**src/rtl/top_serial_queue.sv**
```systemverilog
// Serial-to-parallel receiver: MSB-first bit deserializer feeding a DEPTH-entry word FIFO.
// Optional TOP_MANUAL_ENQUEUE_EN holds each completed word until an enqueue_in rising edge.
module top_serial_queue #(
    parameter int WORD_W = 8,
    parameter int DEPTH  = 8
) (
    input  logic              clock_1MHz,
    input  logic              rst,
    input  logic              data_in,
    input  logic              write_in,
    input  logic              enqueue_in,
    input  logic              dequeue_in,
    output logic              status_out,
    output logic [WORD_W-1:0] data_out
);

    localparam int PTR_W = $clog2(DEPTH);
    localparam int CNT_W = $clog2(WORD_W + 1);
    localparam logic [PTR_W:0]   OCC_FULL  = (PTR_W + 1)'(DEPTH);
    localparam logic [CNT_W-1:0] CNT_WORD  = CNT_W'(WORD_W);

    logic [WORD_W-1:0] mem_q [DEPTH];
    logic [WORD_W-1:0] shift_q, shift_d;
    logic [CNT_W-1:0]  cnt_q, cnt_d;
    logic [PTR_W-1:0]  head_q, head_d;
    logic [PTR_W-1:0]  tail_q, tail_d;
    logic [PTR_W:0]    occ_q, occ_d;
    logic [WORD_W-1:0] data_q, data_d;
    logic              status_q, status_d;
    logic              wr_prev_q, dq_prev_q;

    logic wr_rise, dq_rise, word_ready, full, accept, push, pop;

    assign wr_rise    = write_in & ~wr_prev_q;
    assign dq_rise    = dequeue_in & ~dq_prev_q;
    assign word_ready = (cnt_q == CNT_WORD);
    assign full       = (occ_q == OCC_FULL);
    // A completed word must leave the shift register before another bit may land.
    assign accept     = wr_rise & status_q & ~word_ready;
    assign pop        = dq_rise & (occ_q != '0);

`ifdef TOP_MANUAL_ENQUEUE_EN
    logic enq_prev_q;
    logic enq_rise;
    assign enq_rise = enqueue_in & ~enq_prev_q;
    assign push     = word_ready & enq_rise & ~full;

    always_ff @(posedge clock_1MHz) begin
        if (rst) enq_prev_q <= 1'b0;
        else     enq_prev_q <= enqueue_in;
    end
`else
    logic unused_enqueue;
    assign unused_enqueue = enqueue_in;
    assign push           = word_ready & ~full;
`endif

    always_comb begin
        shift_d = shift_q;
        cnt_d   = cnt_q;
        head_d  = head_q;
        tail_d  = tail_q;
        occ_d   = occ_q;
        data_d  = data_q;

        if (accept) begin
            shift_d = {shift_q[WORD_W-2:0], data_in};
            cnt_d   = cnt_q + 1'b1;
        end
        if (push) begin
            cnt_d  = '0;
            tail_d = tail_q + 1'b1;
        end
        if (pop) begin
            data_d = mem_q[head_q];
            head_d = head_q + 1'b1;
        end
        case ({push, pop})
            2'b10:   occ_d = occ_q + 1'b1;
            2'b01:   occ_d = occ_q - 1'b1;
            default: occ_d = occ_q;
        endcase

`ifdef TOP_MANUAL_ENQUEUE_EN
        status_d = (occ_q < OCC_FULL) && (cnt_d != CNT_WORD);
`else
        status_d = (occ_q < OCC_FULL);
`endif
    end

    always_ff @(posedge clock_1MHz) begin
        if (rst) begin
            shift_q   <= '0;
            cnt_q     <= '0;
            head_q    <= '0;
            tail_q    <= '0;
            occ_q     <= '0;
            data_q    <= '0;
            status_q  <= 1'b0;
            wr_prev_q <= 1'b0;
            dq_prev_q <= 1'b0;
            for (int unsigned i = 0; i < DEPTH; i++) mem_q[i] <= '0;
        end else begin
            shift_q   <= shift_d;
            cnt_q     <= cnt_d;
            head_q    <= head_d;
            tail_q    <= tail_d;
            occ_q     <= occ_d;
            data_q    <= data_d;
            status_q  <= status_d;
            wr_prev_q <= write_in;
            dq_prev_q <= dequeue_in;
            if (push) mem_q[tail_q] <= shift_q;
        end
    end

    assign status_out = status_q;
    assign data_out   = data_q;

endmodule

```
**config.mk**
```make
export PLATFORM = sky130hd
export DESIGN_NAME = top_serial_queue
export DESIGN_NICKNAME = d
export VERILOG_FILES = /design/src/rtl/top_serial_queue.sv
export SDC_FILE = /design/constraint.sdc
export NUM_CORES = 1
export LEC_CHECK = 0
export ABC_AREA = 1
export CAP_MARGIN = 0
export CORE_MARGIN = 5
export CORE_UTILIZATION = 30
export DETAILED_ROUTE_END_ITERATION = 6
export PLACE_DENSITY = 0.48
export RECOVER_POWER = 25
export SYNTH_ARGS = -nofsm -noshare
export SYNTH_HDL_FRONTEND = slang
export SYNTH_SLANG_ARGS = --single-unit
```
**constraint.sdc**
```tcl
create_clock -name clock_1MHz -period 3 [get_ports clock_1MHz]
set_clock_uncertainty 0.2 [all_clocks]
set_input_delay 0.3 -clock clock_1MHz [delete_from_list [all_inputs] [get_ports clock_1MHz]]
set_output_delay 0.3 -clock clock_1MHz [all_outputs]
set_load 0.01 [all_outputs]
```
==> impl_metrics.py <==
metrics = {
    "clock_tree": {
        "clockBufferDepth": 2,
        "postCtsHoldBufs": 0,
        "post_cts_buffers": 0,
        "cts_tree": "built",
        "path_clk_slew_ps": 70,
        "numCtsBuffers": 9,
        "clk_latency_ps": 340,
        "cts-htree-levels": 3,
        "root_buffer": "clkbuf_16",
        "clkSinkCount": 97,
        "cts_resized": 0,
    },
    "critical_path": {
        "required_ps": 3070,
        "cp-end-kind": "flop",
        "crit_type": "flop to flop",
        "start_kind": "flop",
        "arrival_ps": 2550,
        "cp_max_fo": 4,
    },
    "yosys": {
        "synth.mux.area_fraction_pct": 0,
        "yosys.area_share.adder_pct": 2.36,
        "yosys.area.top_type": "edfxtp_1",
        "synthTopCellsByArea": "edfxtp_1 (42%), dfxtp_1 (15%), nand2_1 (9.5%)",
        "netlist_instances": 519,
        "synth_nets": 533,
        "ys_seq_area_share_pct": 56.7,
        "yosys.area_share.simple_pct": 24.7,
        "synth-seq-cells": 97,
        "synth_top_family_by_area": "simple AND/OR/NAND/NOR gates",
        "yosysTopAreaCellShare_pct": 42.2,
        "syn_area_per_cell_um2": 8.77,
        "yosysWarnings": 0,
        "synth_xor_area_share_pct": 0.192,
        "syn_area_um2": 4550,
        "synth_compound_area_share_pct": 6.07,
        "netlist-cell-type-count": 23,
    },
    "finish": {
        "fin_nets": 549,
        "drive_gt1_share_pct": 6.30,
        "fillers": 1538,
        "n_antenna_cell": 0,
        "multi_input_area_um2": 1510,
        "synthToLayoutAreaGrowth_pct": 13.7,
        "register_area_um2": 2580,
    },
    "sta": {
        "fin_setup_tns_ps": 0,
        "max-slew-margin-rel_pct": 36.5,
        "setup_ws_ps": 523,
        "grt_setup_unrepaired": "false",
        "setup_violations": 0,
        "final_max_slew_viol_count": 0,
        "hold_violations": 0,
        "fin_crit_sh_pct": 82.6,
        "worstMarginPinSlew_ps": 953,
        "fin_crit_ps": 2480,
        "clock.fmax_mhz": 404,
    },
    "power_and_ir_drop": {
        "pwr-share-clk_pct": 34.0,
        "ir_drop_v": 0.000235,
        "p_sw_share_pct": 29.2,
        "seq_power_share_pct": 46.1,
        "p_sw_mw": 0.988,
        "power_frac_comb_pct": 20.0,
        "power_leakage_nw": 2.04,
        "p_per_area_nw_per_um2": 654,
        "internal-power_mw": 2.40,
    },
    "placed_design": {
        "routabilityCongestion": 0.787,
        "place_ws_ps": 518,
        "portBuffers": 13,
        "place_hpwl_um": 7220,
    },
    "drt": {
        "via_per_inst": 4.62,
        "wl_met1_um": 5270,
        "via_count": 3363,
        "wl_per_cell_um": 14.6,
        "drt_iter0_drc": 388,
        "route.met3.wl_um": 504,
        "route.detailed.drc": 0,
        "routed.top_layer": "met4",
        "drt_pass1_iterations": 4,
        "wl_met2_um": 4700,
        "drt_wl_total_um": 10600,
        "ant_nets": 0,
    },
    "global_routing": {
        "grt_pass1_wl_um": 17500,
        "antenna_found_initial": 0,
        "grt_usage_pct": 12.6,
        "gr-total-overflow": 0,
        "grt_pass1_vias": 3184,
        "grt_start_max_net_pins": 28,
    },
    "status": {
        "status": "finished clean",
    },
    "die": {
        "dieWidth_um": 133,
        "core_um2": 15000,
        "start_util_pct": 30.3,
        "die_area_um2": 17700,
        "num_io_pins": 15,
        "die_h_um": 133,
        "rows": 45,
    },
    "min_path": {
        "hold_class": "flop to flop",
    },
    "job": {
        "maxCapViolations": 0,
    },
}
cell type report:
type,count,share of cell area (%)
multi-input combinational,314,29.2
sequential,97,49.9
clock inverter,4,0.870
tap,188,4.54
timing repair buffer,30,4.69
clock buffer,12,4.76
inverter,83,6.02
metal layers:
layer | up-vias | track usage (%)
li1 | 1740 | -
met1 | 1545 | 18.3
met2 | 69 | 18.7
met3 | 9 | 2.11
met4 | 0 | 4.57
met5 | - | 0
worst max-delay path, stage by stage (launching register included):
cell,delay [ps]
dfxtp_1,340
inv_1,80
ha_1,140
nand3_1,110
a21oi_1,180
inv_1,160
ha_1,280
ha_1,310
or2_2,290
nand2_1,70
nand3_1,60
nand2_1,60
nand2_1,40
a21oi_1,100
power by group through the flow:
stage,Combinational (mW),Sequential (mW),Clock (mW)
6_report,0.676,1.56,1.15
3_3_place_gp,0.690,1.59,0
5_1_grt,0.773,1.57,1.24
3_5_place_dp,0.692,1.59,0
2_1_floorplan,0.477,1.58,0
4_1_cts,0.696,1.56,1.18
synth_stat cells, drive strengths merged:
cell type,instances
inv,69
o21ai,24
dfxtp,33
or2,1
clkbuf,12
nor3,57
ha,7
nand3,55
buf,13
a31oi,1
fa,1
edfxtp,64
nor2,22
a21oi,28
clkinv,14
nand2,117
xnor2,1
layout by cell type (no fill, tap or decap), types with 13 or more instances in the layout:
cell type / count
nand3_1: 55
edfxtp_1: 64
nor3_1: 56
a21oi_1: 28
nor2_1: 21
o21ai_0: 24
clkinv_1: 14
inv_1: 68
dfxtp_1: 33
nand2_1: 115
buf_4: 13
through the flow:
step                      util [%]  cells  total power [mW]  cell area (um2)  hold WS [ps]
after global placement        32.6    712              2.28             4900           253
after floorplan                  -    519              2.05             4550           169
final                         34.4    728              3.39             5180           257
after CTS                     34.6    728              3.44             5200           265
after global routing          34.4    728              3.58             5180           285
after detailed placement      32.6    712              2.28             4900           255
registers in the layout, summed over array words and instances, names as in the netlist:
signal / cells
cnt_q: 4
dq_prev_q: 1
mem_q: 64
shift_q: 8
head_q: 3
data_out: 8
wr_prev_q: 1
occ_q: 4
tail_q: 3
status_out: 1
cell families (layout without fill, tap and decap cells):
kind of cell	after synthesis	in the layout
buf+inv	108	129
xor+xnor	1	1
simple gates	252	252
fa+ha+maj	8	8
compound gates	53	53
flops	97	97
path summary, 6_finish.rpt:
path | start | endpoint | slack (ps) | depth (start not counted)
max | cnt_q[0] | occ_q[3] | 520 | 13
min | data_out[5] | data_out[5] | 260 | 2
max reg2reg | cnt_q[0] | occ_q[3] | 520 | 13
min reg2reg | data_out[5] | data_out[5] | 260 | 2
Power figures use the tool's default switching activity.
